[config.mk]
export PLATFORM = sky130hd
export DESIGN_NAME = spi_xfer_ctrl_flat
export DESIGN_NICKNAME = d
export VERILOG_FILES = /design/src/rtl/spi_xfer_ctrl_if.sv /design/src/rtl/spi_xfer_ctrl.sv /design/src/flat_wrapper.sv
export SDC_FILE = /design/constraint.sdc
export NUM_CORES = 1
export LEC_CHECK = 0
export CORE_MARGIN = 4
export CORE_UTILIZATION = 35
export DETAILED_ROUTE_END_ITERATION = 10
export GPL_TIMING_DRIVEN = 1
export HOLD_SLACK_MARGIN = 0.05
export SLEW_MARGIN = 20
export SYNTH_ARGS = -nofsm -noshare
export SYNTH_HDL_FRONTEND = slang
export SYNTH_SLANG_ARGS = --single-unit
[constraint.sdc]
create_clock -name clk -period 5.25 [get_ports clk]
set_input_delay 1.575 -clock clk [delete_from_list [all_inputs] [get_ports clk]]
set_output_delay 1.575 -clock clk [all_outputs]
set_load 0.02 [all_outputs]
[src/rtl/spi_xfer_ctrl_if.sv]
// Bundle of every non-clock, non-reset signal of spi_xfer_ctrl.
// The slave modport is the controller's view. The master modport is the
// view of whatever drives it: the register file on the FIFO side and the
// SPI master on the clock/start side.
interface spi_xfer_ctrl_if #(
    parameter int DATA_WIDTH = 8,
    parameter int FIFO_DEPTH = 4,
    parameter int DIV_WIDTH  = 8
);
    localparam int LW = $clog2(FIFO_DEPTH) + 1;

    // register-file side
    logic                  wr_en;
    logic [DATA_WIDTH-1:0] wr_data;
    logic                  rd_en;
    logic [DATA_WIDTH-1:0] rd_data;
    logic [DIV_WIDTH-1:0]  clk_div;
    logic                  cpol;
    logic                  cpha;
    logic                  tx_full;
    logic                  rx_empty;
    logic [LW-1:0]         tx_level;
    logic [LW-1:0]         rx_level;
    logic                  tx_ovf;
    logic                  rx_unf;
    logic                  busy;

    // SPI master side
    logic                  spi_start;
    logic [DATA_WIDTH-1:0] spi_tx_data;
    logic                  spi_cpol;
    logic                  spi_cpha;
    logic                  spi_sclk;
    logic                  spi_sclk_enable;
    logic                  spi_done;
    logic [DATA_WIDTH-1:0] spi_rx_data;

    modport slave (
        input  wr_en, wr_data, rd_en, clk_div, cpol, cpha,
               spi_sclk_enable, spi_done, spi_rx_data,
        output rd_data, tx_full, rx_empty, tx_level, rx_level,
               tx_ovf, rx_unf, busy,
               spi_start, spi_tx_data, spi_cpol, spi_cpha, spi_sclk
    );

    modport master (
        output wr_en, wr_data, rd_en, clk_div, cpol, cpha,
               spi_sclk_enable, spi_done, spi_rx_data,
        input  rd_data, tx_full, rx_empty, tx_level, rx_level,
               tx_ovf, rx_unf, busy,
               spi_start, spi_tx_data, spi_cpol, spi_cpha, spi_sclk
    );
endinterface

[src/rtl/spi_xfer_ctrl.sv]
// SPI transfer controller.
// The TX FIFO feeds one master transfer per word. The RX FIFO
// (first-word-fall-through) collects the received words. SCLK is
// generated from clk using a programmable half-period divider.
// A new transfer is launched only while the RX FIFO has a free slot. A
// transfer that is already running therefore never loses its result.
module spi_xfer_ctrl #(
    parameter int DATA_WIDTH = 8,
    parameter int FIFO_DEPTH = 4,
    parameter int DIV_WIDTH  = 8
) (
    input  logic             clk,
    input  logic             resetn,
    spi_xfer_ctrl_if.slave   bus
);
    localparam int AW = $clog2(FIFO_DEPTH);
    localparam int LW = AW + 1;
    localparam int GW = DIV_WIDTH + 1;

    localparam logic [AW-1:0] PTR_ONE = AW'(1);
    localparam logic [LW-1:0] LVL_ONE = LW'(1);
    localparam logic [LW-1:0] LVL_MAX = LW'(FIFO_DEPTH);
    localparam logic [GW-1:0] GAP_ONE = GW'(1);

    typedef enum logic [2:0] {
        S_IDLE,
        S_SETUP,
        S_START,
        S_WAIT,
        S_GAP
    } state_t;

    state_t                 state_reg;
    logic                   spi_start_reg;
    logic [DATA_WIDTH-1:0]  spi_tx_data_reg;
    logic                   cpol_l_reg;
    logic                   cpha_l_reg;
    logic [DIV_WIDTH-1:0]   div_l_reg;
    logic [GW-1:0]          gap_cnt_reg;

    logic [DATA_WIDTH-1:0]  tx_mem [FIFO_DEPTH];
    logic [AW-1:0]          tx_wr_ptr_reg;
    logic [AW-1:0]          tx_rd_ptr_reg;
    logic [LW-1:0]          tx_cnt_reg;

    logic [DATA_WIDTH-1:0]  rx_mem [FIFO_DEPTH];
    logic [AW-1:0]          rx_wr_ptr_reg;
    logic [AW-1:0]          rx_rd_ptr_reg;
    logic [LW-1:0]          rx_cnt_reg;

    logic                   tx_ovf_reg;
    logic                   rx_unf_reg;

    logic                   sclk_reg;
    logic [DIV_WIDTH-1:0]   sclk_cnt_reg;

    logic                   tx_full;
    logic                   tx_empty;
    logic                   rx_full;
    logic                   rx_empty;
    logic                   tx_push;
    logic                   rx_push;
    logic                   rx_pop;
    logic                   launch;
    logic [GW-1:0]          gap_last;

    // FIFO status and the per-cycle push/pop/launch decisions
    always_comb begin
        tx_full  = (tx_cnt_reg == LVL_MAX);
        tx_empty = (tx_cnt_reg == '0);
        rx_full  = (rx_cnt_reg == LVL_MAX);
        rx_empty = (rx_cnt_reg == '0);
        tx_push  = bus.wr_en && !tx_full;
        rx_pop   = bus.rd_en && !rx_empty;
        launch   = (state_reg == S_IDLE) && !tx_empty && !rx_full;
        rx_push  = (state_reg == S_WAIT) && bus.spi_done;
        // GAP holds for div_l+1 cycles after its entry cycle. This keeps
        // the next start at least div_l+5 cycles after spi_done.
        gap_last = {1'b0, div_l_reg} + GAP_ONE;
    end

    // TX storage: written on accepted pushes, read out only at launch
    always_ff @(posedge clk) begin
        if (tx_push) begin
            tx_mem[tx_wr_ptr_reg] <= bus.wr_data;
        end
    end

    // TX pointers and occupancy; a push and a launch pop can coincide
    always_ff @(posedge clk) begin
        if (!resetn) begin
            tx_wr_ptr_reg <= '0;
            tx_rd_ptr_reg <= '0;
            tx_cnt_reg    <= '0;
        end else begin
            if (tx_push) begin
                tx_wr_ptr_reg <= tx_wr_ptr_reg + PTR_ONE;
            end
            if (launch) begin
                tx_rd_ptr_reg <= tx_rd_ptr_reg + PTR_ONE;
            end
            case ({tx_push, launch})
                2'b10:   tx_cnt_reg <= tx_cnt_reg + LVL_ONE;
                2'b01:   tx_cnt_reg <= tx_cnt_reg - LVL_ONE;
                default: tx_cnt_reg <= tx_cnt_reg;
            endcase
        end
    end

    // RX storage: written when the master reports completion
    always_ff @(posedge clk) begin
        if (rx_push) begin
            rx_mem[rx_wr_ptr_reg] <= bus.spi_rx_data;
        end
    end

    // RX pointers and occupancy; an external pop and a push can coincide
    always_ff @(posedge clk) begin
        if (!resetn) begin
            rx_wr_ptr_reg <= '0;
            rx_rd_ptr_reg <= '0;
            rx_cnt_reg    <= '0;
        end else begin
            if (rx_push) begin
                rx_wr_ptr_reg <= rx_wr_ptr_reg + PTR_ONE;
            end
            if (rx_pop) begin
                rx_rd_ptr_reg <= rx_rd_ptr_reg + PTR_ONE;
            end
            case ({rx_push, rx_pop})
                2'b10:   rx_cnt_reg <= rx_cnt_reg + LVL_ONE;
                2'b01:   rx_cnt_reg <= rx_cnt_reg - LVL_ONE;
                default: rx_cnt_reg <= rx_cnt_reg;
            endcase
        end
    end

    // Sticky error flags; only reset clears them
    always_ff @(posedge clk) begin
        if (!resetn) begin
            tx_ovf_reg <= 1'b0;
            rx_unf_reg <= 1'b0;
        end else begin
            if (bus.wr_en && tx_full) begin
                tx_ovf_reg <= 1'b1;
            end
            if (bus.rd_en && rx_empty) begin
                rx_unf_reg <= 1'b1;
            end
        end
    end

    // Transfer sequencer: launch, start pulse, wait for done, deselect gap
    always_ff @(posedge clk) begin
        if (!resetn) begin
            state_reg       <= S_IDLE;
            spi_start_reg   <= 1'b0;
            spi_tx_data_reg <= '0;
            cpol_l_reg      <= 1'b0;
            cpha_l_reg      <= 1'b0;
            div_l_reg       <= '0;
            gap_cnt_reg     <= '0;
        end else begin
            case (state_reg)
                S_IDLE: begin
                    spi_start_reg <= 1'b0;
                    if (launch) begin
                        spi_tx_data_reg <= tx_mem[tx_rd_ptr_reg];
                        cpol_l_reg      <= bus.cpol;
                        cpha_l_reg      <= bus.cpha;
                        div_l_reg       <= bus.clk_div;
                        state_reg       <= S_SETUP;
                    end
                end
                S_SETUP: begin
                    spi_start_reg <= 1'b1;
                    state_reg     <= S_START;
                end
                S_START: begin
                    spi_start_reg <= 1'b0;
                    state_reg     <= S_WAIT;
                end
                S_WAIT: begin
                    spi_start_reg <= 1'b0;
                    if (bus.spi_done) begin
                        gap_cnt_reg <= '0;
                        state_reg   <= S_GAP;
                    end
                end
                S_GAP: begin
                    spi_start_reg <= 1'b0;
                    if (gap_cnt_reg == gap_last) begin
                        state_reg <= S_IDLE;
                    end else begin
                        gap_cnt_reg <= gap_cnt_reg + GAP_ONE;
                    end
                end
                default: begin
                    spi_start_reg <= 1'b0;
                    state_reg     <= S_IDLE;
                end
            endcase
        end
    end

    // SCLK divider. At launch the idle level jumps straight to the new
    // cpol, so SCLK has already settled in SETUP. While the master is not
    // running it, SCLK holds the latched idle level.
    always_ff @(posedge clk) begin
        if (!resetn) begin
            sclk_reg     <= 1'b0;
            sclk_cnt_reg <= '0;
        end else if (launch) begin
            sclk_reg     <= bus.cpol;
            sclk_cnt_reg <= '0;
        end else if (!bus.spi_sclk_enable) begin
            sclk_reg     <= cpol_l_reg;
            sclk_cnt_reg <= '0;
        end else if (sclk_cnt_reg == div_l_reg) begin
            sclk_reg     <= ~sclk_reg;
            sclk_cnt_reg <= '0;
        end else begin
            sclk_cnt_reg <= sclk_cnt_reg + 1'b1;
        end
    end

    // Output drive
    always_comb begin
        bus.rd_data     = rx_mem[rx_rd_ptr_reg];
        bus.tx_full     = tx_full;
        bus.rx_empty    = rx_empty;
        bus.tx_level    = tx_cnt_reg;
        bus.rx_level    = rx_cnt_reg;
        bus.tx_ovf      = tx_ovf_reg;
        bus.rx_unf      = rx_unf_reg;
        bus.busy        = (state_reg != S_IDLE);
        bus.spi_start   = spi_start_reg;
        bus.spi_tx_data = spi_tx_data_reg;
        bus.spi_cpol    = cpol_l_reg;
        bus.spi_cpha    = cpha_l_reg;
        bus.spi_sclk    = sclk_reg;
    end
endmodule

[src/flat_wrapper.sv]
// flat-port wrapper written by rule: the top's interface ports become plain ports
module spi_xfer_ctrl_flat 
#(
    parameter int DATA_WIDTH = 8,
    parameter int FIFO_DEPTH = 4,
    parameter int DIV_WIDTH  = 8
)
  (clk, resetn, bus_wr_en, bus_wr_data, bus_rd_en, bus_clk_div, bus_cpol, bus_cpha, bus_spi_sclk_enable, bus_spi_done, bus_spi_rx_data, bus_rd_data, bus_tx_full, bus_rx_empty, bus_tx_level, bus_rx_level, bus_tx_ovf, bus_rx_unf, bus_busy, bus_spi_start, bus_spi_tx_data, bus_spi_cpol, bus_spi_cpha, bus_spi_sclk);
  spi_xfer_ctrl_if #(.DATA_WIDTH(DATA_WIDTH), .FIFO_DEPTH(FIFO_DEPTH), .DIV_WIDTH(DIV_WIDTH)) bus_i ();
  input  logic clk;
  input  logic resetn;
  input wire logic [$bits(bus_i.wr_en)-1:0] bus_wr_en;
  input wire logic [$bits(bus_i.wr_data)-1:0] bus_wr_data;
  input wire logic [$bits(bus_i.rd_en)-1:0] bus_rd_en;
  input wire logic [$bits(bus_i.clk_div)-1:0] bus_clk_div;
  input wire logic [$bits(bus_i.cpol)-1:0] bus_cpol;
  input wire logic [$bits(bus_i.cpha)-1:0] bus_cpha;
  input wire logic [$bits(bus_i.spi_sclk_enable)-1:0] bus_spi_sclk_enable;
  input wire logic [$bits(bus_i.spi_done)-1:0] bus_spi_done;
  input wire logic [$bits(bus_i.spi_rx_data)-1:0] bus_spi_rx_data;
  output wire logic [$bits(bus_i.rd_data)-1:0] bus_rd_data;
  output wire logic [$bits(bus_i.tx_full)-1:0] bus_tx_full;
  output wire logic [$bits(bus_i.rx_empty)-1:0] bus_rx_empty;
  output wire logic [$bits(bus_i.tx_level)-1:0] bus_tx_level;
  output wire logic [$bits(bus_i.rx_level)-1:0] bus_rx_level;
  output wire logic [$bits(bus_i.tx_ovf)-1:0] bus_tx_ovf;
  output wire logic [$bits(bus_i.rx_unf)-1:0] bus_rx_unf;
  output wire logic [$bits(bus_i.busy)-1:0] bus_busy;
  output wire logic [$bits(bus_i.spi_start)-1:0] bus_spi_start;
  output wire logic [$bits(bus_i.spi_tx_data)-1:0] bus_spi_tx_data;
  output wire logic [$bits(bus_i.spi_cpol)-1:0] bus_spi_cpol;
  output wire logic [$bits(bus_i.spi_cpha)-1:0] bus_spi_cpha;
  output wire logic [$bits(bus_i.spi_sclk)-1:0] bus_spi_sclk;
  assign bus_i.wr_en = bus_wr_en;
  assign bus_i.wr_data = bus_wr_data;
  assign bus_i.rd_en = bus_rd_en;
  assign bus_i.clk_div = bus_clk_div;
  assign bus_i.cpol = bus_cpol;
  assign bus_i.cpha = bus_cpha;
  assign bus_i.spi_sclk_enable = bus_spi_sclk_enable;
  assign bus_i.spi_done = bus_spi_done;
  assign bus_i.spi_rx_data = bus_spi_rx_data;
  assign bus_rd_data = bus_i.rd_data;
  assign bus_tx_full = bus_i.tx_full;
  assign bus_rx_empty = bus_i.rx_empty;
  assign bus_tx_level = bus_i.tx_level;
  assign bus_rx_level = bus_i.rx_level;
  assign bus_tx_ovf = bus_i.tx_ovf;
  assign bus_rx_unf = bus_i.rx_unf;
  assign bus_busy = bus_i.busy;
  assign bus_spi_start = bus_i.spi_start;
  assign bus_spi_tx_data = bus_i.spi_tx_data;
  assign bus_spi_cpol = bus_i.spi_cpol;
  assign bus_spi_cpha = bus_i.spi_cpha;
  assign bus_spi_sclk = bus_i.spi_sclk;
  spi_xfer_ctrl #(.DATA_WIDTH(DATA_WIDTH), .FIFO_DEPTH(FIFO_DEPTH), .DIV_WIDTH(DIV_WIDTH)) u_core (.clk(clk), .resetn(resetn), .bus(bus_i));
endmodule
==> metrics.txt <==
outcome completed; CP Capture Type primary output; Tot Pwr 3.12 mW; largest net degree at the start of global routing 43; RSZ-0062 raised after global routing no; top cells by area, synth edfxtp_1, dfxtp_1, mux4_2; Bufs and invs on worst path 1; NumNets Final 542; Final Hold Violating Endpoints 0; die area 17100 um^2; drt first pass iters 4; via/cell ratio 4.97; DRC Markers 0; Max-Cap Viols 0; row count 44; TNS Setup 0 ns; DP Area 6020 um^2; Post-Synth XOR/XNOR Area 5.65%; minimum clock period 3.78 ns; Setup Skew 0.0112 ns; H-tree levels 4; Post-Layout Cell Count 692; Post-synth EDFFs 64; Resized cells post-CTS 0; slowest CP cell dfxtp_1; layout cells sized above 1 11.6%; main combinational cell family by area after synthesis simple AND/OR/NAND/NOR gates; Total Routed Length 10700 um; Synth Area in Compound Gates 7.31%; startpoint types flip-flop; cell family with most CP delay flip-flops; final antenna-violating net count 0; CP cell instances mux4_2 -> clkdlybuf4s50_1; Iter 0 DRT Violations 115; hold slack final 0.455 ns; Post-Syn Area 5270 um^2; Max Clk Rate 264 MHz; cell count after synthesis 435; Lkg Pwr 2.32 nW; clk root buf clkbuf_16; asr flop ratio synth 0%; wire per inst 15.4 um; GRT Total Usage 13.3%; routed vias 3436; Slew Limit Fails 0; setup repair bufs after CTS 0; Peak VDD IR 0.000360 V; io pins 63; # setup viols final 0; Starting Density 36.0%; Diodes inserted 0; Die Ht 131 um; CORE AREA 14600 um^2; post-synthesis mux area share 7.62%; CP Class reg -> out; antenna violations before repair 0; post-synth top area cell edfxtp_1; design area 6600 um^2; synthesized net count 482; Clk Latency, worst-skew pair 0.41 ns; Remaining Overflow, GRT 0; Ys Warns 0; Final Cycle Share 72.1%; global-route wire length before repair 17500 um; Post-Synth Adder-Cell Area 3.85%; Pwr Density 474 nW/um^2; gpl congestion 0.817; area delta synth->final 25.2%; post-DP HPWL 7060 um; vias in the first global route 3583; #FFs+latches synth 122; biggest cell delay along the critical path 0.67 ns; Relative slew margins 51.9%; Die W 131 um; register area share after synthesis 58.5%; post-synth cell types 62; Synth Area per Inst 12.1 um^2; Num CTS Buffers 17; min-delay worst type reg -> reg; worst path arrival time 2.21 ns; Clock Sinks 122; clock-pin slew on the worst setup and hold paths 0.06 ns; CTS Hold Bufs 0; Worst Path Required 3.68 ns; most frequent cells in the layout edfxtp_1, clkdlybuf4s50_1, dfxtp_1; PortBufs 62; Synth Area in Simple Gates 13.5%; CTS tree built; Max Buffers Root-to-Sink 2; Max FO, Critical Path 8; Least-Margin Pin Slew 0.720 ns; Synth top area share 36.5%; commonest non-fill, non-tap cell in the layout edfxtp_1; Main synth FF type edfxtp_1; DP Cell Count 660
per-stage QoR:
step | setup WS, ns | utilization (%)
floorplan | 1.83 | -
global placement | 1.34 | 41.1
detailed placement | 1.12 | 41.1
CTS | 1.38 | 45.1
global route | 1.30 | 45.1
finish | 1.47 | 45.1
worst min-delay path, delay by kind of cell (launching register included):
| family | cells | cell delay, ns |
|---|---|---|
| flops | 1 | 0.31 |
| simple gates | 1 | 0.05 |
| compound gates | 1 | 0.05 |
Yosys cell counts, types with 3 or more instances:
library cell / number
nor3_1: 5
nand3_1: 13
nand2_1: 53
nand4_1: 5
clkbuf_1: 15
a21oi_1: 29
o2111ai_1: 3
mux2i_1: 3
xor2_1: 21
inv_1: 19
edfxtp_1: 64
nor2_1: 28
and3_1: 9
mux4_2: 16
o211ai_1: 3
buf_6: 3
dfxtp_1: 58
xnor2_1: 13
and2_1: 5
ha_1: 13
or3_1: 3
worst paths after layout:
kind                                       start                                  end  slack (ns)  cells after the start
min reg2reg     u_core.bus.spi_cpha$_SDFFE_PN0P_     u_core.bus.spi_cpha$_SDFFE_PN0P_        0.46                      2
min             u_core.bus.spi_cpha$_SDFFE_PN0P_     u_core.bus.spi_cpha$_SDFFE_PN0P_        0.46                      2
max                                    flip-flop                       bus_rd_data[2]        1.47                      2
max reg2reg  u_core.bus.tx_level[0]$_SDFFE_PN0P_  u_core.bus.tx_level[2]$_SDFFE_PN0P_        2.27                     11
routing by layer:
metal | part of all wire, % | track usage, % | vias up
li1 | - | - | 1693
met1 | 45 | 15.7 | 1693
met2 | 51 | 22.5 | 44
met3 | 2.7 | 4.51 | 6
met4 | 0.71 | 5.02 | 0
met5 | 0 | 0 | -
final cells by class:
cell class	count	area (um^2)
clock inverters	13	144
multi-input cells	270	2000
clock buffers	19	433
fillers	1336	8050
well taps	184	230
inverters	20	75.1
repair buffers	64	636
flip-flops and latches	122	3080
power by group:
group,switching [mW],total (mW),internal (mW)
registers,0.124,1.25,1.12
logic,0.407,0.747,0.339
clock network,0.431,1.13,0.701
total,0.963,3.12,2.16
cell families after synthesis:
family / Yosys count
buffers and inverters: 43
xor gates and xnor gates: 34
DFF: 122
and+or+nand+nor: 143
adders and majority gates: 15
muxes: 20
AOI/OAI and AO/OA: 58
Note: power is estimated with default switching activity, not from simulation.
